### config.mk
export PLATFORM = sky130hd
export DESIGN_NAME = score_counter
export DESIGN_NICKNAME = d
export VERILOG_FILES = /design/src/rtl/score_pkg.sv /design/src/rtl/bcd_digit_add.sv /design/src/rtl/score_counter.sv
export SDC_FILE = /design/constraint.sdc
export NUM_CORES = 1
export LEC_CHECK = 0
export ABC_AREA = 1
export BUFFER_PORTS_ARGS = -buffer_cell sky130_fd_sc_hd__buf_2
export CORE_MARGIN = 1.5
export CORE_UTILIZATION = 60
export DETAILED_ROUTE_END_ITERATION = 12
export PLACE_DENSITY_LB_ADDON = 0.12
export SKIP_CTS_REPAIR_TIMING = 1
export SYNTH_ARGS = -nofsm -noshare
export SYNTH_HDL_FRONTEND = slang
export SYNTH_SLANG_ARGS = --single-unit
### constraint.sdc
create_clock -name clk -period 2.6 [get_ports clk]
set_input_delay 0.13 -clock clk [delete_from_list [all_inputs] [get_ports clk]]
set_output_delay 0.13 -clock clk [all_outputs]
set_load 0.02 [all_outputs]
### src/rtl/score_pkg.sv
// score_pkg: shared types and constants for the score counter.
//   state_t      - serial-adder FSM states (IDLE, ADD, CHECK)
//   *_PTS        - packed-BCD point values for each scoring source
//   SCORE_MAX    - saturation value of the committed score
//   LIFE_FIRST   - first extra-life threshold (upper BCD byte of the score)
//   LIFE_STEP    - BCD increment of the threshold after each award
//   STREAK_LEN   - diamond events per streak bonus
//   bcd_add_byte - two-digit BCD add returning {carry, sum}
package score_pkg;

  typedef enum logic [1:0] {
    IDLE  = 2'd0,
    ADD   = 2'd1,
    CHECK = 2'd2
  } state_t;

  localparam logic [23:0] GOLD_PTS    = 24'h000500;
  localparam logic [23:0] DIMOND_PTS  = 24'h000025;
  localparam logic [23:0] MONSTER_PTS = 24'h000250;
  localparam logic [23:0] BONUS_PTS   = 24'h000250;
  localparam logic [23:0] SCORE_MAX   = 24'h999999;
  localparam logic [7:0]  LIFE_STEP   = 8'h02;
  localparam logic [7:0]  LIFE_FIRST  = 8'h02;
  localparam int          STREAK_LEN  = 8;

  // Carry out of the tens digit signals that the byte overflowed past 99.
  function automatic logic [8:0] bcd_add_byte(input logic [7:0] a, input logic [7:0] b);
    logic [4:0] lo;
    logic [4:0] hi;
    logic       c;
    lo = {1'b0, a[3:0]} + {1'b0, b[3:0]};
    c  = (lo > 5'd9);
    if (c) lo = lo - 5'd10;
    hi = {1'b0, a[7:4]} + {1'b0, b[7:4]} + {4'b0000, c};
    if (hi > 5'd9) return {1'b1, 4'(hi - 5'd10), lo[3:0]};
    return {1'b0, hi[3:0], lo[3:0]};
  endfunction

endpackage

### src/rtl/bcd_digit_add.sv
// bcd_digit_add: combinational single-digit BCD adder.
//   a, b  - BCD digit operands (0..9)
//   cin   - carry in from the previous digit
//   s     - BCD sum digit
//   cout  - carry out to the next digit
module bcd_digit_add (
  input  logic [3:0] a,
  input  logic [3:0] b,
  input  logic       cin,
  output logic [3:0] s,
  output logic       cout
);

  logic [4:0] raw;

  always_comb begin
    raw  = {1'b0, a} + {1'b0, b} + {4'b0000, cin};
    s    = raw[3:0];
    cout = 1'b0;
    if (raw > 5'd9) begin
      s    = 4'(raw - 5'd10);
      cout = 1'b1;
    end
  end

endmodule

### src/rtl/score_counter.sv
// score_counter: accumulates game-event points into a packed-BCD score.
//   clk               - system (pixel) clock
//   resetN            - asynchronous active-low reset
//   game_reset        - synchronous new-game clear, highest priority
//   player_eat_gold   - level input, each rising edge scores 500
//   player_eat_dimond - level input, each rising edge scores 25 and advances the streak
//   monster_killed    - level input, each rising edge scores 250
//   streak_break      - level input, holds the diamond streak at 0
//   score_digits      - committed score, digit 0 in bits [3:0]
//   busy              - high while an addition is in flight
//   extra_life        - one-cycle pulse when a life threshold is crossed
// Events queue in per-source pending counters; one event at a time is added
// digit-serially and the full result is committed atomically in CHECK.
module score_counter
  import score_pkg::*;
#(
  parameter int DIGITS   = 6,
  parameter int PEND_MAX = 7
) (
  input  logic                clk,
  input  logic                resetN,
  input  logic                game_reset,
  input  logic                player_eat_gold,
  input  logic                player_eat_dimond,
  input  logic                monster_killed,
  input  logic                streak_break,
  output logic [4*DIGITS-1:0] score_digits,
  output logic                busy,
  output logic                extra_life
);

  localparam int W           = 4 * DIGITS;
  localparam int IDX_W       = (DIGITS > 1) ? $clog2(DIGITS) : 1;
  localparam int NSRC        = 4;
  localparam int SRC_GOLD    = 0;
  localparam int SRC_DIMOND  = 1;
  localparam int SRC_MONSTER = 2;
  localparam int SRC_BONUS   = 3;
  localparam logic [2:0] PEND_SAT    = 3'(PEND_MAX);
  localparam logic [2:0] STREAK_LAST = 3'(STREAK_LEN - 1);

  logic [2:0]                ev_prev_reg;
  logic [2:0]                ev_now;
  logic [2:0]                ev_rise;
  logic                      bonus_inc;
  logic [NSRC-1:0]           pend_inc;
  logic [NSRC-1:0]           pend_dec;
  logic [NSRC-1:0][2:0]      pend_cnt;
  logic [NSRC-1:0][W-1:0]    src_pts;
  logic [W-1:0]              sel_pts;
  logic [2:0]                streak_reg;

  state_t                    state_reg, state_next;
  logic [W-1:0]              work_reg, work_next;
  logic [W-1:0]              addend_reg, addend_next;
  logic [W-1:0]              score_reg, score_next;
  logic [W-1:0]              committed;
  logic                      carry_reg, carry_next;
  logic [IDX_W-1:0]          idx_reg, idx_next;
  logic [7:0]                life_reg, life_next;
  logic                      retired_reg, retired_next;
  logic                      extra_life_reg, extra_life_next;
  logic [3:0]                digit_sum;
  logic                      digit_cout;

  // ---------------- edge detection ----------------
  assign ev_now  = {monster_killed, player_eat_dimond, player_eat_gold};
  assign ev_rise = ev_now & ~ev_prev_reg;

  always_ff @(posedge clk or negedge resetN) begin
    if (!resetN)         ev_prev_reg <= '0;
    else if (game_reset) ev_prev_reg <= '0;
    else                 ev_prev_reg <= ev_now;
  end

  // ---------------- diamond streak ----------------
  // streak_break suppresses the bonus too, even on the 8th diamond.
  assign bonus_inc = ev_rise[1] && !streak_break && (streak_reg == STREAK_LAST);

  always_ff @(posedge clk or negedge resetN) begin
    if (!resetN)                       streak_reg <= '0;
    else if (game_reset || streak_break) streak_reg <= '0;
    else if (ev_rise[1])               streak_reg <= (streak_reg == STREAK_LAST) ? 3'd0 : streak_reg + 3'd1;
  end

  // ---------------- pending counters ----------------
  assign pend_inc = {bonus_inc, ev_rise[2], ev_rise[1], ev_rise[0]};

  assign src_pts[SRC_GOLD]    = W'(GOLD_PTS);
  assign src_pts[SRC_DIMOND]  = W'(DIMOND_PTS);
  assign src_pts[SRC_MONSTER] = W'(MONSTER_PTS);
  assign src_pts[SRC_BONUS]   = W'(BONUS_PTS);

  for (genvar gi = 0; gi < NSRC; gi++) begin : g_pend
    logic [2:0] cnt_reg;
    // A same-cycle increment and dispatch cancel out.
    always_ff @(posedge clk or negedge resetN) begin
      if (!resetN)         cnt_reg <= '0;
      else if (game_reset) cnt_reg <= '0;
      else if (pend_inc[gi] && !pend_dec[gi]) begin
        if (cnt_reg != PEND_SAT) cnt_reg <= cnt_reg + 3'd1;
      end
      else if (pend_dec[gi] && !pend_inc[gi]) cnt_reg <= cnt_reg - 3'd1;
    end
    assign pend_cnt[gi] = cnt_reg;
  end

  // Fixed-priority dispatch: gold > dimond > monster > bonus.
  always_comb begin
    pend_dec = '0;
    sel_pts  = '0;
    if (state_reg == IDLE) begin
      if      (pend_cnt[SRC_GOLD]    != '0) pend_dec[SRC_GOLD]    = 1'b1;
      else if (pend_cnt[SRC_DIMOND]  != '0) pend_dec[SRC_DIMOND]  = 1'b1;
      else if (pend_cnt[SRC_MONSTER] != '0) pend_dec[SRC_MONSTER] = 1'b1;
      else if (pend_cnt[SRC_BONUS]   != '0) pend_dec[SRC_BONUS]   = 1'b1;
    end
    for (int i = 0; i < NSRC; i++) begin
      if (pend_dec[i]) sel_pts = src_pts[i];
    end
  end

  // ---------------- digit-serial adder ----------------
  // work and addend rotate right one digit per ADD cycle, so the active digit
  // is always [3:0]; after DIGITS rotations both are back in place.
  bcd_digit_add u_digit_add (
    .a    (work_reg[3:0]),
    .b    (addend_reg[3:0]),
    .cin  (carry_reg),
    .s    (digit_sum),
    .cout (digit_cout)
  );

  assign committed = carry_reg ? W'(SCORE_MAX) : work_reg;

  always_comb begin
    state_next      = state_reg;
    work_next       = work_reg;
    addend_next     = addend_reg;
    carry_next      = carry_reg;
    idx_next        = idx_reg;
    score_next      = score_reg;
    life_next       = life_reg;
    retired_next    = retired_reg;
    extra_life_next = 1'b0;
    case (state_reg)
      IDLE: begin
        if (pend_dec != '0) begin
          addend_next = sel_pts;
          work_next   = score_reg;
          carry_next  = 1'b0;
          idx_next    = '0;
          state_next  = ADD;
        end
      end
      ADD: begin
        work_next   = {digit_sum, work_reg[W-1:4]};
        addend_next = {addend_reg[3:0], addend_reg[W-1:4]};
        carry_next  = digit_cout;
        if (idx_reg == IDX_W'(DIGITS - 1)) state_next = CHECK;
        else                               idx_next   = idx_reg + 1'b1;
      end
      CHECK: begin
        work_next  = committed;
        score_next = committed;
        // Upper BCD byte compares correctly as unsigned binary.
        if (!retired_reg && (committed[W-1 -: 8] >= life_reg)) begin
          extra_life_next             = 1'b1;
          {retired_next, life_next}   = bcd_add_byte(life_reg, LIFE_STEP);
        end
        state_next = IDLE;
      end
      default: state_next = IDLE;
    endcase
  end

  always_ff @(posedge clk or negedge resetN) begin
    if (!resetN) begin
      state_reg      <= IDLE;
      work_reg       <= '0;
      addend_reg     <= '0;
      carry_reg      <= 1'b0;
      idx_reg        <= '0;
      score_reg      <= '0;
      life_reg       <= LIFE_FIRST;
      retired_reg    <= 1'b0;
      extra_life_reg <= 1'b0;
    end else if (game_reset) begin
      state_reg      <= IDLE;
      work_reg       <= '0;
      addend_reg     <= '0;
      carry_reg      <= 1'b0;
      idx_reg        <= '0;
      score_reg      <= '0;
      life_reg       <= LIFE_FIRST;
      retired_reg    <= 1'b0;
      extra_life_reg <= 1'b0;
    end else begin
      state_reg      <= state_next;
      work_reg       <= work_next;
      addend_reg     <= addend_next;
      carry_reg      <= carry_next;
      idx_reg        <= idx_next;
      score_reg      <= score_next;
      life_reg       <= life_next;
      retired_reg    <= retired_next;
      extra_life_reg <= extra_life_next;
    end
  end

  assign score_digits = score_reg;
  assign busy         = (state_reg != IDLE);
  assign extra_life   = extra_life_reg;

endmodule

==> Flow_metrics.wiki, run 1 <==
{| class="wikitable"
! Metric !! Value
|-
| Outcome || finished clean
|-
| Worst Hold Depth || 3
|-
| Most used cell along the critical path || sky130_fd_sc_hd__nand2_1
|-
| Routed vias/inst || 5.57
|-
| Number of rows created at floorplan || 35
|-
| Number of global-route vias before repair || 4738
|-
| Final slew viol count || 0
|-
| Antenna violations before repair || 0
|-
| Maximum fanout count along the critical path || 4
|-
| Post-detailed-placement cell area || 6010 um^2
|-
| Power density over the cells || 970 nW/um^2
|-
| Setup tns final || 0 ns
|-
| Worst setup timing slack at the placement stage || 0.0472 ns
|-
| Cell area after layout || 6280 um^2
|-
| Height of the die || 101 um
|-
| Transition time at the pin with the least slew margin || 0.959 ns
|-
| GR Util All Layers || 27.8%
|-
| Critical path data required time || 2.87 ns
|-
| Post-route DRC || 0
|-
| Register bit total from synthesis || 105
|-
| Number of I/O port buffers || 32
|-
| Final Util || 68.0%
|-
| # diodes || 0
|-
| Fraction of layout instances using a drive strength above 1 || 11.7%
|-
| Worst clock skew || 0.00992 ns
|-
| Horizontal extent of the die || 101 um
|-
| Detailed Place HPWL || 8920 um
|-
| Synthesized area divided by synthesized cell count || 7.90 um^2
|-
| Wire length of the first global-routing pass || 22100 um
|-
| Capture endpoint of the worst hold path || ev_prev_reg[0]
|-
| Pleak || 3.14 nW
|-
| Worst endpoint data arrival time || 2.74 ns
|-
| Max_cap viols || 0
|-
| Yosys cell types || 33
|-
| IR Drop Worst-Case VDD || 0.000504 V
|-
| R2R setup slack || 0.13 ns
|-
| Post-synthesis cell type with the largest combined area || sky130_fd_sc_hd__dfrtp_1
|-
| Drt first-iter violations || 333
|-
| Root Driver || sky130_fd_sc_hd__clkbuf_8
|-
| Fill count || 766
|-
| Clock sink count || 105
|-
| Pin count of the biggest net entering global routing || 50
|-
| Startpoint Class || flip-flop
|-
| Cell chain of the critical path || fa_2, fa_2, inv_2, ha_4, inv_2, nor2_2, a21oi_2, nand2_1, nand2_2, nand2_1, nand3_1, nand2_1, nand2_1, nand2_1
|-
| Cell types occupying the most area after synthesis || sky130_fd_sc_hd__dfrtp_1, sky130_fd_sc_hd__nand2_1, sky130_fd_sc_hd__o21ai_0
|-
| Clock transition at the registers of the reported paths || 0.09 ns
|-
| FF-to-FF Start || carry_reg
|-
| Kind of path behind the tightest hold check || in -> reg
|-
| Endpoint type of the worst setup path || flip-flop
|-
| Peak Freq || 404 MHz
|-
| Drt first pass iters || 5
|-
| Slowest CP cell || sky130_fd_sc_hd__fa_2
|-
| Number of buffers created by CTS || 9
|-
| Synthesized Nets || 759
|-
| Routed length per placed instance || 14.9 um
|-
| Final-layout worst hold slack || 0.0120 ns
|-
| Area inside the core boundary || 9240 um^2
|-
| Overall overflow remaining after global route || 0
|-
| Placer congestion estimate || 0.816
|-
| Bufs on Longest Clock Path || 2
|-
| Crit path setup slack, layout || 0.126 ns
|-
| Number of H-tree levels || 3
|-
| Period minus WS final || 2.47 ns
|-
| Clock tree from TritonCTS || built
|-
| Proportion of netlist area held by the largest area contributor || 45.6%
|-
| Initial core utilization || 61.8%
|-
| Slew Limit Headroom || 35.8%
|-
| Count of final setup violators || 0
|-
| Reg-to-reg critical path endpoint || work_reg[21]
|-
| Vias after detailed routing || 4956
|-
| Period utilisation layout || 95.2%
|-
| Synth Cell Area || 5710 um^2
|-
| Delay contributed by the slowest stage of the critical path || 0.60 ns
|-
| Synth Instances || 723
|-
| Total detailed-routing wirelength || 13200 um
|-
| Kind of critical path || reg -> reg
|-
| Hold Violations, Final || 0
|-
| Number of ports placed on the die boundary || 33
|-
| Sequential share of the synthesized area || 46.0%
|-
| Die area || 10100 um^2
|-
| Worst-skew pair later-pin latency || 0.38 ns
|-
| Count of nets after finishing || 793
|-
| Cell count of the worst reg-to-reg path || 14
|-
| Relative area change from synthesis to final layout || 10.0%
|-
| Synth warnings || 0
|-
| Antenna-violating nets left || 0
|-
| Hold Startpoint || player_eat_gold
|}
## worst max-delay path: cells and delay by family (launching register included)
kind	cells	cell delay, ns
fa+ha+maj	3	1.19
buf+inv	2	0.11
compound gates	1	0.09
simple gates	8	0.56
flops	1	0.41
## cells by family (layout without fill, tap and decap cells)
group | after synthesis | count (layout) | share of synthesized area [%]
and+or+nand+nor | 285 | 285 | 20.7
xor gates and xnor gates | 8 | 8 | 1.23
AOI/OAI and AO/OA | 187 | 187 | 17.3
DFF | 105 | 105 | 46.0
buffers and inverters | 109 | 146 | 7.58
adders and majority gates | 29 | 29 | 7.14
## area by class of cell
class | count | area (um^2) | share of cell area, %
clock buffer | 12 | 155 | 2.47
sequential | 105 | 2630 | 41.8
clock inverter | 2 | 15.0 | 0.239
inverter | 78 | 293 | 4.66
tap | 129 | 161 | 2.57
timing repair buffer | 54 | 350 | 5.58
multi-input combinational | 509 | 2680 | 42.7
## power by group
part	leakage, nW	internal (W)	total, W	switching, W
clock	0.0806	0.000391	0.000933	0.000542
sequential	1.43	0.00190	0.00211	0.000206
combinational	1.63	0.00104	0.00305	0.00202
## placed cells by master, fill, tap and decap left out, drive strengths merged
| cell type | n |
|---|---|
| o21bai | 1 |
| fa | 6 |
| a21oi | 63 |
| clkinvlp | 2 |
| nor3 | 1 |
| dlygate4sd3 | 4 |
| nand3 | 41 |
| o31a | 1 |
| nand2 | 203 |
| buf | 50 |
| o31ai | 8 |
| or2 | 2 |
| a21o | 1 |
| o211ai | 7 |
| nand4 | 4 |
| inv | 77 |
| dfrtp | 104 |
| dfstp | 1 |
| clkinv | 1 |
| xnor2 | 2 |
| nor2 | 34 |
| o21ai | 106 |
| clkbuf | 12 |
| xor2 | 6 |
| ha | 23 |
## worst max path at each step
| stage | startpoint | end | slack [ns] |
|---|---|---|---|
| after floorplan | addend_reg[0] | work_reg[23] | 0.26 |
| after global placement | addend_reg[0] | work_reg[23] | 0.16 |
| after detailed placement | addend_reg[0] | work_reg[23] | 0.05 |
| after CTS | addend_reg[0] | work_reg[23] | 0.02 |
| after global routing | carry_reg | work_reg[21] | -0.02 |
| final | carry_reg | work_reg[21] | 0.13 |
## routing by layer
layer | routed length (um) | global-route usage, %
met5 | 0 | 0
met1 | 5890 | 37.2
met2 | 6310 | 45.1
met3 | 816 | 7.14
met4 | 225 | 7.91
## Yosys cell counts
cell type,number
sky130_fd_sc_hd__dfstp_2,1
sky130_fd_sc_hd__xnor2_1,2
sky130_fd_sc_hd__nor2_4,2
sky130_fd_sc_hd__nor2_2,1
sky130_fd_sc_hd__or2_2,2
sky130_fd_sc_hd__clkinv_1,1
sky130_fd_sc_hd__o21bai_1,1
sky130_fd_sc_hd__clkbuf_1,13
sky130_fd_sc_hd__o21ai_0,82
sky130_fd_sc_hd__xor2_1,6
sky130_fd_sc_hd__inv_1,75
sky130_fd_sc_hd__nand2_2,2
sky130_fd_sc_hd__nand4_1,4
sky130_fd_sc_hd__o21ai_1,23
sky130_fd_sc_hd__ha_1,23
sky130_fd_sc_hd__buf_2,11
sky130_fd_sc_hd__o31a_1,1
sky130_fd_sc_hd__dfrtp_1,104
sky130_fd_sc_hd__buf_1,4
sky130_fd_sc_hd__nand3_2,5
sky130_fd_sc_hd__nor3_1,1
sky130_fd_sc_hd__o31ai_1,8
sky130_fd_sc_hd__a21oi_1,63
sky130_fd_sc_hd__nand2_1,201
sky130_fd_sc_hd__fa_1,6
sky130_fd_sc_hd__inv_2,2
sky130_fd_sc_hd__o211ai_1,7
sky130_fd_sc_hd__o21ai_2,1
sky130_fd_sc_hd__a21o_1,1
sky130_fd_sc_hd__nor2_1,31
sky130_fd_sc_hd__nand3_1,36
sky130_fd_sc_hd__buf_6,1
sky130_fd_sc_hd__clkbuf_2,2
## stage by stage
| stage | total power [W] | instances |
|---|---|---|
| 5_1_grt | 0.00660 | 889 |
| 4_1_cts | 0.00594 | 881 |
| 2_1_floorplan | 0.00429 | 723 |
| 3_3_place_gp | 0.00490 | 867 |
| 3_5_place_dp | 0.00501 | 867 |
| 6_report | 0.00609 | 889 |
Note: power is estimated with default switching activity, not from simulation.
==> run 2: changes to the inputs <==
--- a/config.mk
+++ b/config.mk
@@ -9,6 +9,7 @@
 export BUFFER_PORTS_ARGS = -buffer_cell sky130_fd_sc_hd__buf_2
 export CORE_MARGIN = 1.5
 export CORE_UTILIZATION = 60
+export CTS_BUF_LIST = sky130_fd_sc_hd__clkbuf_4 sky130_fd_sc_hd__clkbuf_8
 export DETAILED_ROUTE_END_ITERATION = 12
 export PLACE_DENSITY_LB_ADDON = 0.12
 export SKIP_CTS_REPAIR_TIMING = 1
==> Flow_metrics.wiki, run 2 (synthesized netlist as in run 1, its figures left out) <==
{| class="wikitable"
! Metric !! Value
|-
| Post-route DRC || 0 (unchanged)
|-
| Cell area after layout || 6290 um^2 (about the same)
|-
| Reg-to-reg critical path endpoint || work_reg[21]
|-
| Storage element area || 2630 um^2 (unchanged)
|-
| Vias after detailed routing || 5013 (+1.2%)
|-
| Slew Limit Headroom || 26.9% (-8.9 points)
|-
| Post-detailed-placement cell area || 6010 um^2 (unchanged)
|-
| R2R setup slack || 0.13 ns (about the same)
|-
| IR Drop Worst-Case VDD || 0.000511 V (+1.4%)
|-
| Die area || 10100 um^2 (unchanged)
|-
| Most frequent cells in the layout || sky130_fd_sc_hd__nand2_1, sky130_fd_sc_hd__dfrtp_1, sky130_fd_sc_hd__o21ai_0
|-
| Count of final setup violators || 0 (unchanged)
|-
| Peak Freq || 405 MHz (+0.19%)
|-
| Worst endpoint data arrival time || 2.73 ns (about the same)
|-
| Number of H-tree levels || 3 (unchanged)
|-
| Worst-skew pair later-pin latency || 0.37 ns (about the same)
|-
| Routed vias/inst || 5.64 (+1.2%)
|-
| Relative area change from synthesis to final layout || 10.1% (about the same)
|-
| Max_cap viols || 0 (unchanged)
|-
| Most common cell after layout, fill and taps aside || sky130_fd_sc_hd__nand2_1
|-
| Number of standard cells in the final layout excluding fillers || 889 (unchanged)
|-
| Pleak || 3.14 nW (+0.11%)
|-
| Height of the die || 101 um (unchanged)
|-
| Number of global-route vias before repair || 4745 (+0.15%)
|-
| Launching element of the worst setup path || carry_reg
|-
| Period utilisation layout || 95.0% (-0.18 points)
|-
| Initial core utilization || 61.8% (unchanged)
|-
| Pin count of the biggest net entering global routing || 50 (unchanged)
|-
| Final-layout worst hold slack || 0.0118 ns (-0.000194 ns)
|-
| Root Driver || sky130_fd_sc_hd__clkbuf_8
|-
| Kind of critical path || reg -> reg
|-
| Hold Violations, Final || 0 (unchanged)
|-
| GR Util All Layers || 27.8% (unchanged)
|-
| Worst clock skew || 0.00861 ns (-0.00130 ns)
|-
| Period minus WS final || 2.47 ns (-0.00461 ns)
|-
| Setup tns final || 0 ns (unchanged)
|-
| Number of ports placed on the die boundary || 33 (unchanged)
|-
| Placer congestion estimate || 0.816 (unchanged)
|-
| Routed length per placed instance || 14.9 um (+0.42%)
|-
| Detailed Place HPWL || 8920 um (unchanged)
|-
| Horizontal extent of the die || 101 um (unchanged)
|-
| Drt first pass iters || 7 (+2)
|-
| Number of rows created at floorplan || 35 (unchanged)
|-
| # diodes || 0 (unchanged)
|-
| Cells after DPL || 867 (unchanged)
|-
| Final slew viol count || 0 (unchanged)
|-
| Number of buffers created by CTS || 9 (unchanged)
|-
| Count of nets after finishing || 793 (unchanged)
|-
| Transition time at the pin with the least slew margin || 1.09 ns (+0.133 ns)
|-
| Drt first-iter violations || 315 (-5.4%)
|-
| Cell count of the worst reg-to-reg path || 14 (unchanged)
|-
| Power density over the cells || 972 nW/um^2 (+0.20%)
|-
| Overall overflow remaining after global route || 0 (unchanged)
|-
| Antenna violations before repair || 0 (unchanged)
|-
| Area inside the core boundary || 9240 um^2 (unchanged)
|-
| Startpoint Class || flip-flop
|-
| Antenna-violating nets left || 0 (unchanged)
|-
| Fraction of layout instances using a drive strength above 1 || 11.8% (+0.13 points)
|-
| Kind of path behind the tightest hold check || in -> reg
|-
| Outcome || finished clean
|-
| Fill count || 766 (unchanged)
|-
| Endpoint type of the worst setup path || flip-flop
|-
| Area of combinational cells with multiple inputs || 2680 um^2 (unchanged)
|-
| Clock tree from TritonCTS || built
|-
| Worst Setup EP || work_reg[21]
|-
| Critical path data required time || 2.86 ns (about the same)
|-
| Number of I/O port buffers || 32 (unchanged)
|-
| Wire length of the first global-routing pass || 22100 um (unchanged)
|-
| Bufs on Longest Clock Path || 2 (unchanged)
|-
| Clock transition at the registers of the reported paths || 0.09 ns (about the same)
|-
| Clock sink count || 105 (unchanged)
|-
| FF-to-FF Start || carry_reg
|-
| Total detailed-routing wirelength || 13300 um (+0.42%)
|-
| Maximum fanout count along the critical path || 4 (unchanged)
|}
-- run 2: cell counts in the layout (fill, tap and decap cells not counted) --
No cell type changed its count.
-- run 2: worst min path at each step --
stage / start / to / slack [ns] / cells past startpoint
finish: player_eat_gold / ev_prev_reg[0] / 0.01 / 3
detailed placement: resetN / addend_reg[11] / 0.20 / 1
global placement: resetN / addend_reg[11] / 0.20 / 1
floorplan: resetN / addend_reg[0] / -0.17 / 0
CTS: resetN / addend_reg[1] / -0.21 / 1
global route: player_eat_gold / ev_prev_reg[0] / 0.02 / 3
-- run 2: worst max-delay path: stages (launching register included) --
cell and delay [ns]:
sky130_fd_sc_hd__dfrtp_1 0.41, sky130_fd_sc_hd__fa_2 0.43, sky130_fd_sc_hd__fa_2 0.60, sky130_fd_sc_hd__inv_2 0.06, sky130_fd_sc_hd__ha_4 0.16, sky130_fd_sc_hd__inv_2 0.05, sky130_fd_sc_hd__nor2_2 0.04, sky130_fd_sc_hd__a21oi_2 0.10
sky130_fd_sc_hd__nand2_1 0.10, sky130_fd_sc_hd__nand2_2 0.11, sky130_fd_sc_hd__nand2_1 0.06, sky130_fd_sc_hd__nand3_1 0.09, sky130_fd_sc_hd__nand2_1 0.07, sky130_fd_sc_hd__nand2_1 0.06, sky130_fd_sc_hd__nand2_1 0.04
-- run 2: cell type report --
| class | instances | share of cell area (%) |
|---|---|---|
| Sequential cell | 105 | 41.8 |
| Multi-Input combinational cell | 509 | 42.6 |
| Tap cell | 129 | 2.57 |
| Clock inverter | 2 | 0.239 |
| Clock buffer | 12 | 2.53 |
| Timing Repair Buffer | 54 | 5.57 |
| Inverter | 78 | 4.66 |
-- run 2: per-layer routing --
metal	GRT usage (%)	up-vias	share of wire, %
met2	45.3	156	47
met5	0	-	0
met1	37.0	2411	44
met3	7.14	22	6.7
li1	-	2424	-
met4	7.91	0	1.8
-- run 2: metrics by stage --
| step | worst slack, ns | power, W | util [%] |
|---|---|---|---|
| final | 0.131 | 0.00611 | 68.0 |
| after global routing | -0.0159 | 0.00661 | 68.0 |
| after CTS | 0.0229 | 0.00595 | 66.9 |
| after floorplan | 0.262 | 0.00429 | - |
| after detailed placement | 0.0472 | 0.00501 | 65.1 |
| after global placement | 0.158 | 0.00490 | 65.1 |
-- run 2: where the power goes --
part	leakage [nW]	switching (W)	internal (W)
Clock	0.0840	0.000539	0.000402
Sequential	1.43	0.000206	0.00190
Combinational	1.63	0.00202	0.00104
Total	3.14	0.00277	0.00334
